==> src/rtl/clk_period_meter_pkg.sv <==
// Shared definitions for the clock period meter: FSM state encoding and
// the default counter width.
package clk_period_meter_pkg;

    // Default width of the cycle counter and of the period/high_time results.
    localparam int DEFAULT_CNT_WIDTH = 32;

    // Measurement FSM states.
    //   S_WAIT : no reference edge yet (after reset or after a timeout)
    //   S_MEAS : counting from the last rising edge
    typedef enum logic {
        S_WAIT = 1'b0,
        S_MEAS = 1'b1
    } meas_state_t;

endpackage

==> src/rtl/clk_period_meter_sync_edge_detect.sv <==
// Synchronizes an asynchronous input into the clkin domain and produces
// single-cycle rise/fall strobes from the synchronized level. Usable for
// buttons and other external inputs as well as the period meter.
module clk_period_meter_sync_edge_detect #(
    parameter int SYNC_STAGES = 2
) (
    input  logic clkin,
    input  logic reset,
    input  logic din,
    output logic dsync,
    output logic rise,
    output logic fall
);

    // Synchronizer chain; bit 0 is the metastability-exposed flop.
    logic [SYNC_STAGES-1:0] sync_q;
    // Synchronized level delayed by one cycle, for edge detection.
    logic                   dsync_p1;

    // Shift the raw input through the synchronizer chain.
    always_ff @(posedge clkin or posedge reset) begin
        if (reset) begin
            sync_q <= '0;
        end else begin
            sync_q <= {sync_q[SYNC_STAGES-2:0], din};
        end
    end

    // Keep one cycle of edge history on the synchronized level.
    always_ff @(posedge clkin or posedge reset) begin
        if (reset) begin
            dsync_p1 <= 1'b0;
        end else begin
            dsync_p1 <= dsync;
        end
    end

    assign dsync = sync_q[SYNC_STAGES-1];
    assign rise  = dsync & ~dsync_p1;
    assign fall  = ~dsync & dsync_p1;

endmodule

==> src/rtl/clk_period_meter.sv <==
// Measures the period and high time of a slow asynchronous signal in clkin
// cycles. A one-cycle valid pulse marks each completed period; a timeout
// flags loss of signal when no rising edge arrives within TIMEOUT_CYC cycles.
module clk_period_meter
    import clk_period_meter_pkg::*;
#(
    parameter int IN_CLK_FRQ  = 1000000,
    parameter int CNT_WIDTH   = DEFAULT_CNT_WIDTH,
    parameter int TIMEOUT_CYC = IN_CLK_FRQ,
    parameter int SYNC_STAGES = 2
) (
    input  logic                 clkin,
    input  logic                 reset,
    input  logic                 sigin,
    output logic [CNT_WIDTH-1:0] period,
    output logic [CNT_WIDTH-1:0] high_time,
    output logic                 valid,
    output logic                 locked,
    output logic                 timeout
);

    localparam logic [CNT_WIDTH-1:0] TIMEOUT_VAL = CNT_WIDTH'(TIMEOUT_CYC);
    localparam logic [CNT_WIDTH-1:0] CNT_ONE     = CNT_WIDTH'(1);

    // Counter increment that sticks at all-ones instead of wrapping, so a
    // very large TIMEOUT_CYC can never alias back to a small count.
    function automatic logic [CNT_WIDTH-1:0] sat_inc(input logic [CNT_WIDTH-1:0] v);
        if (&v) begin
            return v;
        end
        return v + CNT_ONE;
    endfunction

    meas_state_t          state;
    meas_state_t          state_nxt;
    logic [CNT_WIDTH-1:0] cnt;
    logic [CNT_WIDTH-1:0] hi_cap;

    // Only the edge strobes drive the measurement; the level itself is spare.
    logic                 sync_level_unused;
    logic                 rise;
    logic                 fall;

    logic                 in_meas;
    logic                 at_limit;
    logic                 close_period;
    logic                 lose_signal;

    clk_period_meter_sync_edge_detect #(
        .SYNC_STAGES (SYNC_STAGES)
    ) u_sync (
        .clkin (clkin),
        .reset (reset),
        .din   (sigin),
        .dsync (sync_level_unused),
        .rise  (rise),
        .fall  (fall)
    );

    assign in_meas      = (state == S_MEAS);
    assign at_limit     = (cnt == TIMEOUT_VAL);
    // A rise always closes the period, even on the cycle the limit is hit.
    assign close_period = in_meas & rise;
    assign lose_signal  = in_meas & ~rise & at_limit;

    // FSM state register.
    always_ff @(posedge clkin or posedge reset) begin
        if (reset) begin
            state <= S_WAIT;
        end else begin
            state <= state_nxt;
        end
    end

    // FSM next-state: arm on the first rise, fall back to waiting on timeout.
    always_comb begin
        state_nxt = state;
        unique case (state)
            S_WAIT: begin
                if (rise) begin
                    state_nxt = S_MEAS;
                end
            end
            S_MEAS: begin
                if (lose_signal) begin
                    state_nxt = S_WAIT;
                end
            end
            default: state_nxt = S_WAIT;
        endcase
    end

    // Cycle counter: restarts at 1 on every rise, runs while measuring.
    always_ff @(posedge clkin or posedge reset) begin
        if (reset) begin
            cnt <= '0;
        end else if (rise) begin
            cnt <= CNT_ONE;
        end else if (!in_meas || lose_signal) begin
            cnt <= '0;
        end else begin
            cnt <= sat_inc(cnt);
        end
    end

    // High-time capture on fall, result capture on the rise closing a period.
    // hi_cap is only overwritten by a fall, so a period without a low phase
    // reports the previous high time.
    always_ff @(posedge clkin or posedge reset) begin
        if (reset) begin
            hi_cap    <= '0;
            period    <= '0;
            high_time <= '0;
        end else begin
            if (in_meas && fall) begin
                hi_cap <= cnt;
            end
            if (close_period) begin
                period    <= cnt;
                high_time <= hi_cap;
            end
        end
    end

    // Status flags: valid strobe, lock indication and sticky timeout.
    always_ff @(posedge clkin or posedge reset) begin
        if (reset) begin
            valid   <= 1'b0;
            locked  <= 1'b0;
            timeout <= 1'b0;
        end else begin
            valid <= close_period;
            if (close_period) begin
                locked <= 1'b1;
            end else if (lose_signal) begin
                locked <= 1'b0;
            end
            if (lose_signal) begin
                timeout <= 1'b1;
            end else if (!in_meas && rise) begin
                timeout <= 1'b0;
            end
        end
    end

endmodule

==> config.mk <==
export PLATFORM = sky130hd
export DESIGN_NAME = clk_period_meter
export DESIGN_NICKNAME = d
export VERILOG_FILES = /design/src/rtl/clk_period_meter_pkg.sv /design/src/rtl/clk_period_meter_sync_edge_detect.sv /design/src/rtl/clk_period_meter.sv
export SDC_FILE = /design/constraint.sdc
export NUM_CORES = 1
export LEC_CHECK = 0
export ABC_AREA = 1
export CAP_MARGIN = 20
export CORE_UTILIZATION = 68
export DETAILED_ROUTE_END_ITERATION = 10
export DONT_BUFFER_PORTS = 1
export PLACE_DENSITY = 0.84
export SKIP_LAST_GASP = 1
export SYNTH_ARGS = -nofsm -noshare
export SYNTH_HDL_FRONTEND = slang
export SYNTH_SLANG_ARGS = --single-unit
==> constraint.sdc <==
create_clock -name clkin -period 5.57 [get_ports clkin]
set_input_delay 0.2785 -clock clkin [delete_from_list [all_inputs] [get_ports clkin]]
set_output_delay 0.2785 -clock clkin [all_outputs]
set_load 0.1 [all_outputs]
==> results.py <==
metrics = {
    "outcome": {
        "outcome": "complete, no violations",
    },
    "synth": {
        "yosys_warnings": 0,
        "synth_area_mm2": 0.00620,
        "synth_fp_nets": 792,
        "synth_cells": 787,
        "ys_ff_latch": 135,
        "synth.avg_cell_area_um2": 7.87,
        "synth_cell_type_count": 23,
        "synth-seq-area-share_pct": 54.5,
    },
    "sta": {
        "finalCriticalPeriod_ps": 2700,
        "worst_pin_slew_ps": 952,
        "rsz0062_at_grt": "no",
        "finalSetupViolCount": 0,
        "relSlewSlack_pct": 36.5,
        "finalHoldViolCount": 0,
        "drv_slew": 0,
        "fin_skew_ps": 10.4,
        "tns_ps": 0,
        "post-route-period-util_pct": 48.5,
        "max_freq_mhz": 370,
    },
    "global_route": {
        "grtUsageMet1_pct": 50.2,
        "antenna_found_initial": 0,
        "grt_pass1_vias": 5289,
        "grt_max_degree": 71,
        "busiest_layer": "met2",
        "grt_util_met3_pct": 9.21,
        "overflow": 0,
        "grt_pass1_wl_um": 28000,
        "grt_use_total_pct": 38.5,
        "grt_use_met2_pct": 63.0,
    },
    "final_layout": {
        "final_cell_count_no_fill": 907,
        "final_cell_mix": "nand2_1, dfrtp_1, nor2_1, o21ai_0, inv_1",
        "n_antenna_cell": 0,
        "fin_util_pct": 78.0,
        "drive_above_1_share_pct": 7.88,
        "final_common_cell": "nand2_1",
        "num-nets-final": 791,
        "layout-area-overhead-vs-synth_pct": 10.3,
    },
    "routing": {
        "drc_errors": 0,
        "drtIter0Drc": 492,
        "viasPerCell": 6.20,
        "firstDrtPassIters": 6,
        "antenna_left": 0,
        "wl_per_cell_um": 19.3,
        "routed_wirelength_um": 17500,
        "dr_total_vias": 5623,
    },
    "min_path": {
        "min_to": "u_sync.sync_q[0]",
        "hp-start": "sigin",
        "whs_path_depth": 1,
        "hp-class": "primary input to flip-flop",
    },
    "place": {
        "dpl.hpwl_um": 11500,
        "dp_cells": 873,
        "portBuffers": 0,
        "place_congestion": 1.00,
    },
    "worst_setup_path": {
        "r2r_cells": 10,
        "cp.arrival_ps": 3150,
        "end_kind": "flip-flop",
        "required_ps": 6020,
        "crit_fanout": 12,
        "r2r_end": "cnt[29]",
        "reg2reg_slack_ps": 2870,
        "criticalPathCategory": "flip-flop to flip-flop",
        "crit_path_start_kind": "flip-flop",
        "r2r_start": "cnt[0]",
    },
    "power_and_ir_drop": {
        "ir_drop_mv": 0.295,
        "p_leak_uw": 0.00327,
        "power_density_mw_per_mm2": 360,
    },
    "clock_tree": {
        "htreeDepth": 4,
        "clk-insertion-delay-late_ps": 530,
        "cts_resized": 0,
        "cts_buffers": 17,
        "cts_sinks": 135,
        "cts.path.max_buffers": 2,
        "path_clk_slew_ps": 60,
        "cts_tree": "done",
        "cts-root-buf": "clkbuf_8",
        "ctsHoldBuffers": 2,
        "cts_setup_buffers": 0,
    },
    "floorplanning": {
        "core_mm2": 0.00876,
        "die_x_um": 97.5,
        "die-height_um": 97.5,
        "rows": 34,
        "ios": 70,
        "dieArea_mm2": 0.00950,
        "start_util_pct": 70.7,
    },
    "job": {
        "max-cap-violations": 0,
    },
}
sequential cells by signal (all words and copies together) (netlist names):
signal,cells
cnt,32
hi_cap,32
high_time,32
in_meas,1
locked,1
period,32
timeout,1
u_sync.dsync_p1,1
u_sync.sync_q,2
valid,1
routing by layer:
metal	vias to the layer above	share of wire [%]	wire (µm)
met1	2683	38	6710
met4	0	3.2	560
met3	70	9.9	1730
met5	-	0	0
li1	2485	-	-
met2	385	48	8470
Yosys cell counts:
| cell type | n | area share [%] |
|---|---|---|
| inv_1 | 58 | 3.5 |
| and2_1 | 1 | 0.10 |
| clkbuf_1 | 17 | 1.0 |
| nand4_1 | 23 | 2.3 |
| nand2_1 | 293 | 18 |
| nor3_1 | 5 | 0.40 |
| nand3_4 | 1 | 0.28 |
| nor2_1 | 96 | 5.8 |
| xor2_1 | 2 | 0.28 |
| buf_2 | 8 | 0.65 |
| nor2_4 | 4 | 0.73 |
| nor3b_1 | 1 | 0.12 |
| inv_2 | 1 | 0.061 |
| nand3b_1 | 3 | 0.36 |
| o21ai_0 | 75 | 6.1 |
| or2_2 | 1 | 0.10 |
| a21oi_1 | 2 | 0.16 |
| buf_6 | 2 | 0.36 |
| dfrtp_1 | 135 | 55 |
| nand2_2 | 4 | 0.40 |
| ha_1 | 2 | 0.40 |
| nor2_2 | 15 | 1.5 |
| nand3_1 | 38 | 3.1 |
stage by stage:
step | area, µm² | setup slack, ps | hold slack (ps) | power (µW)
after floorplan | 6200 | 1680 | 310 | 1330
after global placement | 6250 | 3220 | 310 | 1360
after detailed placement | 6250 | 3070 | 310 | 1370
after CTS | 6840 | 2970 | 316 | 2450
after global routing | 6840 | 2730 | 335 | 2520
final | 6840 | 2870 | 324 | 2460
area by class of cell:
class / instances / area, µm²
well taps: 108 / 135
repair buffers: 7 / 57.6
clock inverters: 11 / 113
flip-flops and latches: 135 / 3380
multi-input cells: 566 / 2470
fillers: 563 / 1930
inverters: 59 / 224
clock buffers: 21 / 459
how the worst max path moves through the flow:
| stage | startpoint | to | slack [ps] | cells past startpoint |
|---|---|---|---|---|
| global placement | cnt[0] | cnt[29] | 3220 | 10 |
| CTS | cnt[0] | cnt[29] | 2970 | 10 |
| floorplan | reset | cnt[0] | 1680 | 1 |
| global route | cnt[0] | cnt[20] | 2730 | 10 |
| finish | cnt[0] | cnt[29] | 2870 | 10 |
| detailed placement | cnt[0] | cnt[29] | 3070 | 10 |
worst max-delay path, stage by stage (launching register included):
cell and delay, ps:
dfrtp_1 440, inv_1 150, ha_1 250, inv_1 100, nor2_1 60, nand2_1 60
nor2_1 50, nand2_1 350, nand3_1 620, buf_4 420, a21oi_1 130
kinds of logic after synthesis:
group / count (synthesis) / synth area share, %
AO/OA/AOI/OAI: 77 / 6.22
AND/OR/NAND/NOR: 485 / 33.0
adder cells (fa/ha/maj): 2 / 0.404
XOR/XNOR: 2 / 0.283
flip-flops: 135 / 54.5
buffers and inverters: 86 / 5.61
power breakdown:
group	internal, µW	switching [µW]
logic	38.1	121
registers	1020	194
clock network	636	454
(Power assumes the default switching activity.)
